`config.mk`:
```
export PLATFORM = sky130hd
export DESIGN_NAME = sd_cmd_sequencer
export DESIGN_NICKNAME = d
export VERILOG_FILES = /design/src/rtl/sd_pkg.sv /design/src/rtl/sd_cmd_timer.sv /design/src/rtl/sd_cmd_sequencer.sv
export SDC_FILE = /design/constraint.sdc
export NUM_CORES = 1
export LEC_CHECK = 0
export BUFFER_PORTS_ARGS = -buffer_cell sky130_fd_sc_hd__buf_2
export CAP_MARGIN = 40
export CORE_MARGIN = 1.5
export CORE_UTILIZATION = 43
export CTS_CLUSTER_DIAMETER = 80
export DETAILED_ROUTE_END_ITERATION = 10
export MAX_ROUTING_LAYER = met4
export PLACE_DENSITY = 0.8
export SLEW_MARGIN = 30
export SYNTH_ARGS = -nofsm -noshare
export SYNTH_HDL_FRONTEND = slang
export SYNTH_SLANG_ARGS = --single-unit
```
`constraint.sdc`:
```
create_clock -name ex_clk -period 2.4 [get_ports ex_clk]
set_clock_uncertainty 0.2 [all_clocks]
set_input_delay 0.48 -clock ex_clk [delete_from_list [all_inputs] [get_ports ex_clk]]
set_output_delay 0.48 -clock ex_clk [all_outputs]
set_load 0.01 [all_outputs]
```
`src/rtl/sd_pkg.sv`:
```
// Shared encodings for the SD command sequencer: response types, completion
// status codes, the CMD55 index and the sequencer state enumeration.
package sd_pkg;

  typedef enum logic [1:0] {
    RESP_NONE = 2'd0,
    RESP_R1   = 2'd1,
    RESP_R2   = 2'd2,
    RESP_R3   = 2'd3
  } resp_t;

  typedef enum logic [2:0] {
    STATUS_OK      = 3'd0,
    STATUS_TIMEOUT = 3'd1,
    STATUS_CRC_ERR = 3'd2,
    STATUS_APP_ERR = 3'd3
  } status_t;

  localparam logic [5:0] SD_CMD55 = 6'd55;

  typedef enum logic [3:0] {
    S_IDLE,
    S_APP_SEND,
    S_APP_TX,
    S_APP_RX,
    S_GAP,
    S_CMD_SEND,
    S_CMD_TX,
    S_CMD_RX,
    S_DONE
  } state_t;

  // A CMD55 reply is usable only if clean, echoing index 55, with APP_CMD set.
  function automatic logic app_resp_ok(input logic crc_err, input logic [5:0] echo_index,
                                       input logic app_cmd);
    return !crc_err && (echo_index == SD_CMD55) && app_cmd;
  endfunction

endpackage

```
`src/rtl/sd_cmd_timer.sv`:
```
// Shared down-counter for the response timeout and the inter-command gap;
// a load of N makes expired rise after exactly N cycles.
module sd_cmd_timer #(
  parameter int RESP_TIMEOUT = 64,
  parameter int CMD_GAP      = 8
) (
  input  logic ex_clk,
  input  logic clear,
  input  logic load_resp,
  input  logic load_gap,
  output logic expired
);

  localparam int MAX_LOAD = (RESP_TIMEOUT > CMD_GAP) ? RESP_TIMEOUT : CMD_GAP;
  localparam int W = $clog2(MAX_LOAD + 1);
  localparam logic [W-1:0] RESP_LOAD = W'(RESP_TIMEOUT - 1);
  localparam logic [W-1:0] GAP_LOAD  = W'(CMD_GAP - 1);

  logic [W-1:0] count_reg;

  always_ff @(posedge ex_clk) begin
    if (clear) begin
      count_reg <= '0;
    end else if (load_resp) begin
      count_reg <= RESP_LOAD;
    end else if (load_gap) begin
      count_reg <= GAP_LOAD;
    end else if (count_reg != '0) begin
      count_reg <= count_reg - W'(1);
    end
  end

  assign expired = (count_reg == '0);

endmodule

```
`src/rtl/sd_cmd_sequencer.sv`:
```
// SD command engine: optional CMD55 prefix, launch, response collection with
// timeout, retry and N_CC gap. Define SD_CRC_RETRY_EN to make CMD CRC errors retry.
module sd_cmd_sequencer
  import sd_pkg::*;
#(
  parameter int RESP_TIMEOUT = 64,
  parameter int MAX_RETRY    = 3,
  parameter int CMD_GAP      = 8
) (
  input  logic         ex_clk,
  input  logic         reset,
  input  logic         software_reset,
  input  logic         req_valid,
  output logic         req_ready,
  input  logic [5:0]   req_index,
  input  logic [31:0]  req_arg,
  input  logic         req_app,
  input  logic [1:0]   req_resp,
  input  logic [15:0]  rca,
  output logic         send_en,
  output logic [37:0]  send_cmd_content,
  input  logic         sd_cmd_sending,
  output logic         receive_en,
  output logic         R2_response,
  input  logic         sd_receive_finished,
  input  logic         crc_response_err,
  input  logic [127:0] response,
  output logic         done_valid,
  output logic [2:0]   done_status,
  output logic [127:0] done_resp
);

  localparam int RW = (MAX_RETRY > 0) ? $clog2(MAX_RETRY + 1) : 1;
  localparam logic [RW-1:0] MAX_RETRY_C = RW'(MAX_RETRY);

  logic clear;
  state_t state_reg, state_next, gap_target_reg, gap_target_next;
  status_t status_reg, status_next, done_status_reg, fail_status;
  logic [RW-1:0] retry_reg, retry_next;
  logic tx_first_reg;
  logic [5:0] index_reg;
  logic [31:0] arg_reg;
  logic app_reg;
  resp_t resp_reg;
  logic [15:0] rca_reg;
  logic [127:0] done_resp_reg;
  logic accept, latch_resp, fail, timer_expired, load_resp, load_gap;

  assign clear = reset | software_reset;

  always_comb begin
    state_next      = state_reg;
    gap_target_next = gap_target_reg;
    status_next     = status_reg;
    retry_next      = retry_reg;
    accept          = 1'b0;
    latch_resp      = 1'b0;
    fail            = 1'b0;
    fail_status     = STATUS_OK;
    case (state_reg)
      S_IDLE: begin
        if (req_valid) begin
          accept      = 1'b1;
          retry_next  = '0;
          status_next = STATUS_OK;
          state_next  = req_app ? S_APP_SEND : S_CMD_SEND;
        end
      end
      S_APP_SEND: state_next = S_APP_TX;
      S_CMD_SEND: state_next = S_CMD_TX;
      // Busy only rises one cycle after the launch, so the first TX cycle is blind.
      S_APP_TX: begin
        if (!tx_first_reg && !sd_cmd_sending) state_next = S_APP_RX;
      end
      S_CMD_TX: begin
        if (!tx_first_reg && !sd_cmd_sending) begin
          if (resp_reg == RESP_NONE) begin
            state_next      = S_GAP;
            gap_target_next = S_DONE;
            status_next     = STATUS_OK;
          end else begin
            state_next = S_CMD_RX;
          end
        end
      end
      S_APP_RX: begin
        if (sd_receive_finished) begin
          if (app_resp_ok(crc_response_err, response[37:32], response[5])) begin
            state_next      = S_GAP;
            gap_target_next = S_CMD_SEND;
          end else begin
            fail        = 1'b1;
            fail_status = STATUS_APP_ERR;
          end
        end else if (timer_expired) begin
          fail        = 1'b1;
          fail_status = STATUS_TIMEOUT;
        end
      end
      S_CMD_RX: begin
        if (sd_receive_finished) begin
          if (!crc_response_err || resp_reg == RESP_R3) begin
            latch_resp      = 1'b1;
            state_next      = S_GAP;
            gap_target_next = S_DONE;
            status_next     = STATUS_OK;
          end else begin
`ifdef SD_CRC_RETRY_EN
            fail        = 1'b1;
            fail_status = STATUS_CRC_ERR;
`else
            state_next  = S_DONE;
            status_next = STATUS_CRC_ERR;
`endif
          end
        end else if (timer_expired) begin
          fail        = 1'b1;
          fail_status = STATUS_TIMEOUT;
        end
      end
      S_GAP: begin
        if (timer_expired) state_next = gap_target_reg;
      end
      S_DONE:  state_next = S_IDLE;
      default: state_next = S_IDLE;
    endcase

    if (fail) begin
      if (retry_reg < MAX_RETRY_C) begin
        retry_next      = retry_reg + RW'(1);
        state_next      = S_GAP;
        gap_target_next = app_reg ? S_APP_SEND : S_CMD_SEND;
      end else begin
        state_next  = S_DONE;
        status_next = fail_status;
      end
    end
  end

  assign load_resp = (state_next != state_reg) &&
                     (state_next == S_APP_RX || state_next == S_CMD_RX);
  assign load_gap  = (state_next != state_reg) && (state_next == S_GAP);

  sd_cmd_timer #(
    .RESP_TIMEOUT (RESP_TIMEOUT),
    .CMD_GAP      (CMD_GAP)
  ) u_timer (
    .ex_clk    (ex_clk),
    .clear     (clear),
    .load_resp (load_resp),
    .load_gap  (load_gap),
    .expired   (timer_expired)
  );

  always_ff @(posedge ex_clk) begin
    if (clear) begin
      state_reg       <= S_IDLE;
      gap_target_reg  <= S_IDLE;
      status_reg      <= STATUS_OK;
      done_status_reg <= STATUS_OK;
      retry_reg       <= '0;
      tx_first_reg    <= 1'b0;
      index_reg       <= '0;
      arg_reg         <= '0;
      app_reg         <= 1'b0;
      resp_reg        <= RESP_NONE;
      rca_reg         <= '0;
      done_resp_reg   <= '0;
    end else begin
      state_reg      <= state_next;
      gap_target_reg <= gap_target_next;
      status_reg     <= status_next;
      retry_reg      <= retry_next;
      tx_first_reg   <= (state_reg == S_APP_SEND) || (state_reg == S_CMD_SEND);
      if (accept) begin
        index_reg <= req_index;
        arg_reg   <= req_arg;
        app_reg   <= req_app;
        resp_reg  <= resp_t'(req_resp);
        rca_reg   <= rca;
      end
      if (latch_resp) done_resp_reg <= response;
      if (state_next == S_DONE && state_reg != S_DONE) done_status_reg <= status_next;
    end
  end

  assign req_ready        = (state_reg == S_IDLE);
  assign send_en          = (state_reg == S_APP_SEND) || (state_reg == S_CMD_SEND);
  assign send_cmd_content = (state_reg == S_APP_SEND) ? {SD_CMD55, rca_reg, 16'h0000}
                                                      : {index_reg, arg_reg};
  assign receive_en       = (state_reg == S_APP_RX) || (state_reg == S_CMD_RX);
  assign R2_response      = (state_reg == S_CMD_RX) && (resp_reg == RESP_R2);
  assign done_valid       = (state_reg == S_DONE);
  assign done_status      = done_status_reg;
  assign done_resp        = done_resp_reg;

endmodule

```
# Word level (Yosys, flattened, before mapping)
# Cells that the tools add are included.
[word_totals] mem_bits_rw=0 romBits=0 mem_count=0 reg_bits=209 latchBits=0 inputBits=192
[classes] n_mux=54 div=0 order_cmp=1 bitwise_logic=1 shifts=0 reduce_logical=20 addsub=2 eq_ne=17 n_mul=0
[op_table] cell="4-bit two-way mux" count=18
[op_table] cell="38-bit two-way mux" count=1
[op_table] cell="4-bit case mux with 8 select lines" count=1
[op_table] cell="3-bit two-way mux" count=10
[op_table] cell="4-bit by 3-bit equality test with 1-bit output, second input constant" count=6
[op_table] cell="6-bit two-way mux" count=3
[op_table] cell="2-bit two-way mux" count=7
[op_table] cell="4-bit by 2-bit equality test with 1-bit output, second input constant" count=3
[op_table] cell="4-bit case mux with 3 select lines" count=1
[op_table] cell="1-bit two-way mux" count=10
[op_table] cell="3-bit case mux with 3 select lines" count=1
[op_table] cell="4-bit equality test, second input constant" count=2
[op_table] cell="1-bit logical AND" count=7
[op_table] cell="7-bit logical NOT" count=1
[op_table] cell="7-bit nonzero test" count=1
[op_table] cell="7-bit by 1-bit subtractor with 7-bit output, second input constant" count=1
[op_table] cell="6-bit equality test, second input constant" count=1
[op_table] cell="3-bit case mux with 2 select lines" count=1
[op_table] cell="2-bit equality test, second input constant" count=2
[op_table] cell="4-bit by 1-bit equality test with 1-bit output, second input constant" count=1
[op_table] cell="4-bit logical NOT" count=1
[op_table] cell="1-bit logical OR" count=4
[op_table] cell="4-bit != test" count=1
[op_table] cell="4-bit != test, second input constant" count=1
[op_table] cell="8 further kinds" count=10

# Longest topological paths before layout
[logic_depth] depth_word=11 ltp_mapped=10 depth_no_buf=9

# By module
# Synthesis repeated with hierarchy kept, for this count alone.
[hier_totals] hier_cells=1024 hier_area_um2=8134.1
[modules_own_cells] mod="sd_cmd_sequencer" cells_each=982 area_per_inst_um2=7753.7 seq_area_each_um2=4043.9 n_inst=1
[modules_own_cells] mod="sd_cmd_timer" cells_each=42 area_per_inst_um2=380.4 seq_area_each_um2=140.1 n_inst=1

# Least setup slack after synthesis
# OpenSTA, ideal clock, no wires.
[synth_timing] kind="register to output" startpoint="reg state_reg[0]" endpoint="out send_cmd_content[24]" stages_incl_launch_ff=8 arrival_ns=1.991 required_time_ns=1.720 path_slack_ns=-0.271 path_buffers=3 cell_sequence="dfxtp_1 buf_6 clkbuf_8 inv_1 or3_2 nor2_1 clkbuf_1 mux2_2"
[synth_via] elab_chain_cells=2
[synth_lines] element="start, declared" line="sd_cmd_sequencer.sv:37" rtl="state_t state_reg, state_next, gap_target_reg, gap_target_next;"
[synth_lines] element="start signal, assigned" line="sd_cmd_sequencer.sv:170" rtl="state_reg <= state_next;"
[synth_lines] element="4-bit by 1-bit equality test with 1-bit output" line="sd_cmd_sequencer.sv:189" rtl="assign send_cmd_content = (state_reg == S_APP_SEND) ? {SD_CMD55, rca_reg, 16'h0000}"
[synth_lines] element="38-bit two-way mux" line="sd_cmd_sequencer.sv:189"
[synth_lines] element="end, declared" line="sd_cmd_sequencer.sv:21" rtl="output logic [37:0] send_cmd_content,"
# No other way between the ends.

# Worst setup path after layout
[layout_timing] startpoint="reg state_reg[1]" endpoint="out send_cmd_content[37]"
# Same word-level chain as after synthesis.

==> flow_summary.ini <==
[run_status]
status = finished, violations left
violations = negative setup slack

[detailed_routing]
dr_total_vias = 9744
drt_pass1_iterations = 6
wl_per_cell_um = 17.51
drt_iter0_markers = 597
antenna_left = 0
drt-total-wl_mm = 32.91
post-route-drc-count = 0
viasPerCell = 5.183

[yosys]
yosys_register_bits = 209
synth_edf_count = 0
synth_area_sq_um = 8367
syn_avg_cell_area_sq_um = 8.030
netlist-cell-type-count = 73
async_flop_share_pct = 0
yosys_warnings = 0
synth_ff_type = dfxtp_1
ys_seq_area_share_pct = 50.01
syn_nets = 1237
synth_cells = 1042

[sta]
fmax_mhz = 346.1
finalCritPeriodShare_pct = 120.4
slew-limit-headroom_pct = 59.91
slew_violations = 0
setup_violations = 49
worst_pin_slew_ns = 0.6013
rsz0062_at_grt = true
timing.final.hold_violations = 0
min_period_ns = 2.889
setup_slack_ns = -0.4892

[critical_path]
path_delay_family = buffers and inverters
critPathMaxStageDelay_ns = 0.36
required_ns = 1.72
path_max_fanout = 6
worstSetupPathType = flip-flop to output port
cp.arrival_ns = 2.21
crit_chain = buf_6 > or3_4 > nor2_4 > buf_12 > buf_12 > buf_8 > buf_8 > or2_4 > buf_6
critPathSlowestCell = dfxtp_4
crit_buf_inv = 6
end_kind = output port
crit_path_start_kind = flip-flop

[power_and_ir_drop]
swShare_pct = 27.78
combPwrFrac_pct = 23.7
p_total_mw = 9.335
pwr-share-seq_pct = 38.9
ir_drop_mv = 0.6212
power_leakage_nw = 5.965
p_int_mw = 6.741
clockPowerShare_pct = 37.4
p_per_area_nw_per_um2 = 676.0
switchingPower_mw = 2.593

[global_route]
grtUsageTotal_pct = 31.18
grt_first_pass_wirelength_mm = 48.85
grt_max_degree = 110
grt_overflow = 0
grt_pass1_vias = 9785
antenna_found_initial = 13

[clock_tree]
clk_latency_ns = 0.51
path_clk_slew_ns = 0.07
cts_root_buffer = clkbuf_16
cts_tree = done
cts_made_buffers = 23
clk_path_buf_depth = 3
htree_levels = 1
cts_sinks = 209

[layout]
syn2layout_area_growth_pct = 65.04
fillCellCount = 1288
fin_cells = 1880
layout_commonest_cell = nand2_1
layout_common_cells = nand2_1 (379), buf_2 (338), dfxtp_1 (203), a21oi_1 (196), dlygate4sd3_1 (116)
multi_input_area_sq_um = 4184
drive_above_1_share_pct = 38.33
largest_register_ffs = 128
regArea_sq_um = 4199
fin_nets = 1787

[place]
gp_congestion = 0.9132
place_worst_setup_slack_ns = -0.3128
hpwl_mm = 19.13
post-place-cells = 1680
io_buffers = 365

[run]
max-cap-violations = 0

[floorplan]
start_util_pct = 44.28
coreArea_sq_um = 18890
die_w_um = 142.5
die_h_um = 142.5
rows = 50
num_io_pins = 366
dieArea_sq_um = 20300

[hold_path]
min-delay-path-class = primary input to flip-flop
[stage by stage]
stage	instance area [sq um]	utilization (%)	hold slack (ns)	TNS (ns)
after global placement	11000	58.22	0.2347	-2.367
after CTS	13470	71.31	0.00003081	-18.28
after global routing	13810	73.09	-0.002089	-23.10
final	13810	73.09	0.008123	-19.18
after detailed placement	11000	58.22	0.2430	-3.005
after floorplan	8453	-	0.2223	-0.08844
[final cells by class]
| cell class | count | area share (%) |
|---|---|---|
| timing repair buffer | 600 | 31.21 |
| sequential | 209 | 30.41 |
| multi-input combinational | 752 | 30.30 |
| clock buffer | 34 | 4.902 |
| tap | 260 | 2.356 |
| clock inverter | 6 | 0.4259 |
| antenna | 13 | 0.2356 |
| inverter | 6 | 0.1631 |
[power groups by stage]
| stage | clock (mW) | combinational [mW] | sequential, mW |
|---|---|---|---|
| global placement | 0 | 1.55 | 3.70 |
| finish | 3.49 | 2.21 | 3.63 |
| floorplan | 0 | 0.995 | 3.70 |
| detailed placement | 0 | 1.58 | 3.70 |
| CTS | 3.53 | 2.07 | 3.63 |
| global route | 3.69 | 2.36 | 3.64 |
[per-layer routing]
layer | global-route usage (%) | share of wire (%) | up-vias
met2 | 53.35 | 51 | 521
met1 | 32.95 | 36 | 4512
met4 | 17.63 | 5.5 | 0
li1 | - | - | 4566
met3 | 7.571 | 8.0 | 145
met5 | - | 0 | -
[kinds of logic (layout without fill, tap and decap cells)]
group                    count (synthesis)  after routing  synth area share, %
AND/OR/NAND/NOR                        481            481                25.11
AO/OA/AOI/OAI                          244            244                17.00
flip-flops                             209            209                50.01
buffers and inverters                   81            646                4.426
multiplexers                            17             17                2.273
XOR/XNOR                                 7              7               0.7328
adder cells (fa/ha/maj)                  3              3               0.4487
other                                    0             13                    0
[cells in the mapped netlist, drive strengths merged (2+ instances only)]
cell type / instances / area (sq um)
a211oi: 6 / 50.05
a21o: 2 / 16.27
a21oi: 199 / 1003
a221oi: 2 / 23.77
a311o: 2 / 22.52
a31oi: 5 / 37.53
and2: 7 / 48.79
and4bb: 2 / 25.02
buf: 11 / 87.57
clkbuf: 64 / 260.3
dfxtp: 209 / 4184
ha: 3 / 37.54
inv: 6 / 22.52
mux2: 16 / 180.2
nand2: 381 / 1433
nand2b: 3 / 18.77
nand3: 5 / 30.03
nand4: 2 / 12.51
nand4bb: 2 / 22.52
nor2: 27 / 101.4
nor2b: 17 / 106.4
nor3: 9 / 50.05
nor3b: 3 / 33.78
nor4: 4 / 52.55
nor4b: 2 / 47.55
o2111a: 2 / 22.52
o211ai: 4 / 30.03
o21ai: 5 / 25.02
o221ai: 2 / 23.77
o31ai: 2 / 28.78
o41ai: 2 / 17.52
or2: 10 / 62.56
or3: 2 / 13.77
xnor2: 3 / 26.28
xor2: 4 / 35.03
[tightest hold or removal path, delay by kind of cell]
family                 cells  cell delay, ns
and+or+nand+nor            1            0.05
AOI/OAI and AO/OA          1            0.05
buffers and inverters      1            0.10
[what timing repair did]
item | 4_1_cts | 5_1_grt
setup buffers | 22 | 13
endpoints found under the hold margin | 116 | 0
cloned | 2 | 2
gates resized for setup | 91 | 45
pin swaps | 27 | 15
setup endpoints to repair | 51 | 69
hold buffers | 116 | 0
[worst paths after layout]
kind / from / end / slack (ns) / depth (start not counted)
worst max register to register: state_reg[1] / u_timer.count_reg[1] / -0.41 / 10
worst max-delay path: state_reg[1] / send_cmd_content[37] / -0.49 / 9
worst min-delay path: response[39] / done_resp[39] / 0.008 / 3
worst min register to register: index_reg[3] / index_reg[3] / 0.25 / 2
Power figures use the tool's default switching activity.
